### src/rtl/multicycle_sequencer.sv
// multicycle_sequencer: multi-cycle RV32I control FSM with memory handshakes, wait timeout, fault and retire count
module multicycle_sequencer #(
  parameter int TIMEOUT = 16,
  parameter int CNT_W = 32
) (
  input  logic             iClk,
  input  logic             iRstN,
  input  logic             iRun,
  input  logic             iImemReady,
  input  logic             iDmemReady,
  input  logic             iOpcodeValid,
  input  logic             iMemRd,
  input  logic             iMemWr,
  input  logic             iRegWrite,
  input  logic             iBranch,
  input  logic             iJump,
  input  logic             iBranchTaken,
  input  logic             iFaultClr,
  output logic             oImemReq,
  output logic             oIrWrite,
  output logic             oDmemReq,
  output logic             oDmemWe,
  output logic             oRegWriteEn,
  output logic             oPcWrite,
  output logic             oPcSel,
  output logic [2:0]       oState,
  output logic             oFault,
  output logic [CNT_W-1:0] oRetired
);
  typedef enum logic [2:0] {
    FETCH  = 3'd0,
    DECODE = 3'd1,
    EXEC   = 3'd2,
    MEM    = 3'd3,
    WB     = 3'd4,
    FAULT  = 3'd7
  } state_t;
  localparam int WW = $clog2(TIMEOUT + 2);
  state_t state, nextState;
  logic [WW-1:0] waitCnt;
  logic [CNT_W-1:0] retiredCnt;
  logic req, ready, expired;
  logic imemReq, irWrite, dmemReq, dmemWe, regWriteEn, pcWrite, pcSel, fault;
  // pending memory request, its ready, and timeout on the last allowed wait cycle (ready wins)
  always_comb begin
    req = (state == FETCH && iRun) || state == MEM;
    ready = state == FETCH ? iImemReady : iDmemReady;
    expired = TIMEOUT != 0 && req && !ready && waitCnt == WW'(TIMEOUT - 1);
  end
  // next-state and phase-gated strobes
  always_comb begin
    nextState = state;
    imemReq = 1'b0;
    irWrite = 1'b0;
    dmemReq = 1'b0;
    dmemWe = 1'b0;
    regWriteEn = 1'b0;
    pcWrite = 1'b0;
    pcSel = 1'b0;
    fault = 1'b0;
    case (state)
      FETCH: begin
        imemReq = iRun;
        irWrite = iRun & iImemReady;
        nextState = irWrite ? DECODE : expired ? FAULT : FETCH;
      end
      DECODE: nextState = iOpcodeValid ? EXEC : FAULT;
      EXEC: begin
        pcWrite = !(iMemRd || iMemWr || iRegWrite);
        pcSel = pcWrite & iBranch & iBranchTaken;
        nextState = (iMemRd || iMemWr) ? MEM : iRegWrite ? WB : FETCH;
      end
      MEM: begin
        dmemReq = 1'b1;
        dmemWe = iMemWr;
        pcWrite = iDmemReady & !iMemRd;
        nextState = iDmemReady ? (iMemRd ? WB : FETCH) : expired ? FAULT : MEM;
      end
      WB: begin
        regWriteEn = 1'b1;
        pcWrite = 1'b1;
        pcSel = iJump;
        nextState = FETCH;
      end
      FAULT: begin
        fault = 1'b1;
        nextState = iFaultClr ? FETCH : FAULT;
      end
      default: nextState = FAULT;
    endcase
  end
  // state, wait counter (cleared on every state change) and retire counter
  always_ff @(posedge iClk or negedge iRstN) begin
    if (!iRstN) begin
      state <= FETCH;
      waitCnt <= '0;
      retiredCnt <= '0;
    end else begin
      state <= nextState;
      waitCnt <= nextState != state ? '0 : (req && !ready) ? waitCnt + WW'(1) : waitCnt;
      retiredCnt <= retiredCnt + CNT_W'(pcWrite);
    end
  end
  assign oImemReq = iRstN & imemReq;
  assign oIrWrite = iRstN & irWrite;
  assign oDmemReq = iRstN & dmemReq;
  assign oDmemWe = iRstN & dmemWe;
  assign oRegWriteEn = iRstN & regWriteEn;
  assign oPcWrite = iRstN & pcWrite;
  assign oPcSel = iRstN & pcSel;
  assign oFault = iRstN & fault;
  assign oState = state;
  assign oRetired = retiredCnt;
endmodule

### config.mk
export PLATFORM = sky130hd
export DESIGN_NAME = multicycle_sequencer
export DESIGN_NICKNAME = d
export VERILOG_FILES = /design/src/rtl/multicycle_sequencer.sv
export SDC_FILE = /design/constraint.sdc
export NUM_CORES = 1
export LEC_CHECK = 0
export CORE_ASPECT_RATIO = 0.6
export CORE_MARGIN = 4
export CORE_UTILIZATION = 48
export CTS_BUF_LIST = sky130_fd_sc_hd__clkbuf_16
export DETAILED_ROUTE_END_ITERATION = 10
export GPL_ROUTABILITY_DRIVEN = 0
export HOLD_SLACK_MARGIN = 0.15
export PLACE_DENSITY_LB_ADDON = 0.1
export SYNTH_ARGS = -nofsm -noshare
export SYNTH_HDL_FRONTEND = slang
export SYNTH_SLANG_ARGS = --single-unit
### constraint.sdc
create_clock -name iClk -period 3.1 [get_ports iClk]
set_input_delay 0.93 -clock iClk [delete_from_list [all_inputs] [get_ports iClk]]
set_output_delay 0.93 -clock iClk [all_outputs]
set_load 0.01 [all_outputs]
==> qor_table.md <==
| Result | Value | Unit |
|---|---|---|
| Largest driver fanout on the critical path | 2 | - |
| Drt initial violations | 97 | - |
| Clock tree buffer depth | 2 | - |
| Total gr overflow | 0 | - |
| Comb pwr share | 32.6 | % |
| Category of the worst setup path launch point | input pin | - |
| Distinct cells, synth | 41 | - |
| Inst Count DP | 336 | - |
| Clock tree skew after final layout | 0.00563 | ns |
| Post-detailed-placement cell area | 0.00287 | mm² |
| Finish-stage setup viols | 0 | - |
| Area delta synth->final | 44.6 | % |
| Async S/R FF share, synth | 100 | % |
| Share of power burned in registers | 36.2 | % |
| Mapped cell area | 0.00212 | mm² |
| Number of fill cells in the layout | 328 | - |
| Overall die area | 0.00557 | mm² |
| Power density cells | 600 | mW/mm² |
| Endpoint kind of the worst setup timing path | primary output | - |
| Ys Warns | 0 | - |
| Top_reg_cell synth | dfrtp_1 | - |
| Final standard cell count with taps included and fillers excluded | 344 | - |
| Type of the most critical hold path | reg -> reg | - |
| # DRC | 0 | - |
| Proportion of total power due to net switching | 31.8 | % |
| Pin count of the biggest net entering global routing | 26 | - |
| DRT antenna net count | 0 | - |
| Slew Viols, Final | 0 | - |
| Total nets after synthesis | 223 | - |
| Vias in the first global route | 1842 | - |
| Post-route cell area | 0.00306 | mm² |
| Total wirelength of the detailed-routed design | 5390 | µm |
| Width of the chip | 93.7 | µm |
| Register-to-Register Setup Slack | 0.69 | ns |
| Final hold vios | 0 | - |
| Hold worst-path end | oRetired[31] | - |
| First-pass GRT wire length | 8980 | µm |
| Clock insertion delay at the later pin of the skew report | 0.28 | ns |
| Classification of the worst setup path | in -> out | - |
| # Max-Cap Violations | 0 | - |
| Register bit count reported by yosys | 40 | - |
| Number of flops mapped to enable cells by yosys | 0 | - |
| Area of the core | 0.00419 | mm² |
| Sequential share of the synthesized area | 47.3 | % |
| Worst Tran Pin Value | 0.501 | ns |
| Share of the synthesized area in the top cell type | 47.3 | % |
| Deepest level of the CTS H-tree | 2 | - |
| Ratio of final minimum period to clock period | 96.4 | % |
| Launching instance or port of the critical path | iMemWr | - |
| Switching component of the power | 583 | µW |
| Aggregate global-route resource usage | 20.8 | % |
| Root Driver | clkbuf_16 | - |
| Run status | completed | - |
| Most common cell after layout, fill and taps aside | clkdlybuf4s50_1 | - |
| Internal Pwr Total | 1.25 | mW |
| Vert. Die Dim | 59.4 | µm |
| Leakage power of the design | 1.35 | nW |
| Cell depth of the worst hold path | 1 | - |
| Hold slack final | 0.468 | ns |
| HPWL after detailed placement | 4030 | µm |
| Cell Rows | 18 | - |
| Count of buffers added by post-CTS timing repair for setup | 0 | - |
| # nets final | 300 | - |
| Count of boundary I/O pins | 56 | - |
| Leading area contributor after synthesis | dfrtp_1 | - |
| Number of antenna violations at the first check in global routing | 0 | - |
| Number of antenna repair diodes | 0 | - |
| Cells on worst reg2reg path | 10 | - |
| Part of the total power dissipated in the clock network | 31.1 | % |
| Relative slew slack | 66.5 | % |
| Clock Sink Count | 40 | - |
| Mean instance size in the synthesized netlist | 10.3 | µm² |
| CTS tree | built | - |
| Setup repair after global routing missed its margin | false | - |
| Fraction of final layout cells with drive strength greater than 1 | 14.8 | % |
| Total CTS buffers | 5 | - |
| Data arrival, critical path | 2.06 | ns |
| Total of hold buffers inserted after clock tree synthesis | 0 | - |
| CP required | 2.17 | ns |
| Critical hold path startpoint | oRetired[31] | - |
| Final core area utilization | 73.0 | % |
| R2r startpoint | oState[0] | - |
| Reg-to-reg endpoint | oRetired[22] | - |
| Count of input and output buffers | 55 | - |
| Fmax achieved | 335 | MHz |
| First-pass DRT Iterations | 4 | - |
| Routed wire per std cell | 15.7 | µm |
| Post-layout min period | 2.99 | ns |
| Gate Count Post-Synth | 206 | - |
| Synth area leaders | dfrtp_1, xnor2_1, xor2_1, nand3_1, nand2_1 | - |
| Routed via count | 1855 | - |
| Worst ir drop on vdd | 0.342 | mV |
| Starting utilization of the core area | 50.5 | % |
| Commonest cells after routing, fill and taps aside | clkdlybuf4s50_1, dfrtp_1, xnor2_1, buf_4, nand3_1 | - |
| Average via count per standard cell | 5.39 | - |
| CTS clk-pin slew, worst paths | 0.06 | ns |
-- registers in the layout, summed over array words and instances (netlist names) --
signal / count
oState: 3
waitCnt: 5
oRetired: 32
-- Yosys cell counts (5+ instances only) --
cell type  count
nor2_1        12
nor3_1         8
nand3_1       16
and4_1         5
xor2_1        13
inv_1         10
nand2_1       14
dfrtp_1       40
xnor2_1       21
a21oi_1        6
and3_1         5
nand4_1        6
-- through the flow --
step                      setup TNS, ns  power (mW)  setup WS [ns]
after CTS                       -0.0185        1.84        -0.0185
after global placement            -3.86        1.25         -0.395
after global routing                  0        1.94         0.0182
after floorplan                       0       0.960         0.0364
final                                 0        1.84          0.111
after detailed placement          -4.96        1.26         -0.387
-- cell families after synthesis --
kind of cell | count (synthesis) | share of synthesized area (%)
AO/OA/AOI/OAI | 20 | 6.56
XOR/XNOR | 34 | 14.1
adder cells (fa/ha/maj) | 4 | 2.37
buffers and inverters | 16 | 3.08
flip-flops | 40 | 47.3
multiplexers | 2 | 0.946
AND/OR/NAND/NOR | 90 | 25.7
-- worst max path at each step --
stage	slack, ns	to	depth (start not counted)
floorplan	0.04	oRetired[22]	11
global placement	-0.39	oPcWrite	7
detailed placement	-0.39	oPcWrite	7
CTS	-0.02	oPcWrite	7
global route	0.02	oRetired[22]	11
finish	0.11	oPcSel	5
-- area by class of cell --
cell class                      instances  area (µm²)  area share (%)
Clock buffer                            5         125            4.09
Clock inverter                          3        37.5            1.23
Inverter                               10        37.5            1.23
Multi-Input combinational cell        150        1090            35.7
Sequential cell                        40        1000            32.7
Tap cell                               60        75.1            2.45
Timing Repair Buffer                   76         692            22.6
-- layer usage --
layer  up-vias  track usage, %  part of all wire, %
met3         6            5.08                  6.5
met5         -               0                    0
met4         0            5.35                 0.82
li1        892               -                    -
met2        55            29.5                   43
met1       902            31.6                   49
-- power groups by stage --
stage	Clock (mW)	Sequential [mW]	Combinational [mW]
2_1_floorplan	0	0.671	0.289
3_3_place_gp	0	0.669	0.580
3_5_place_dp	0	0.671	0.587
4_1_cts	0.578	0.663	0.597
5_1_grt	0.601	0.677	0.658
6_report	0.571	0.665	0.599
-- worst max-delay path, stage by stage --
cell	delay, ns
clkdlybuf4s50_1	0.45
nor3_2	0.22
nand4_1	0.16
a21oi_1	0.16
buf_2	0.15
-- what timing repair did --
item | 4_1_cts | 5_1_grt
setup endpoints to repair | 11 | 19
pin swaps | 2 | 2
gates resized for setup | 16 | 3
Power figures use the tool's default switching activity.
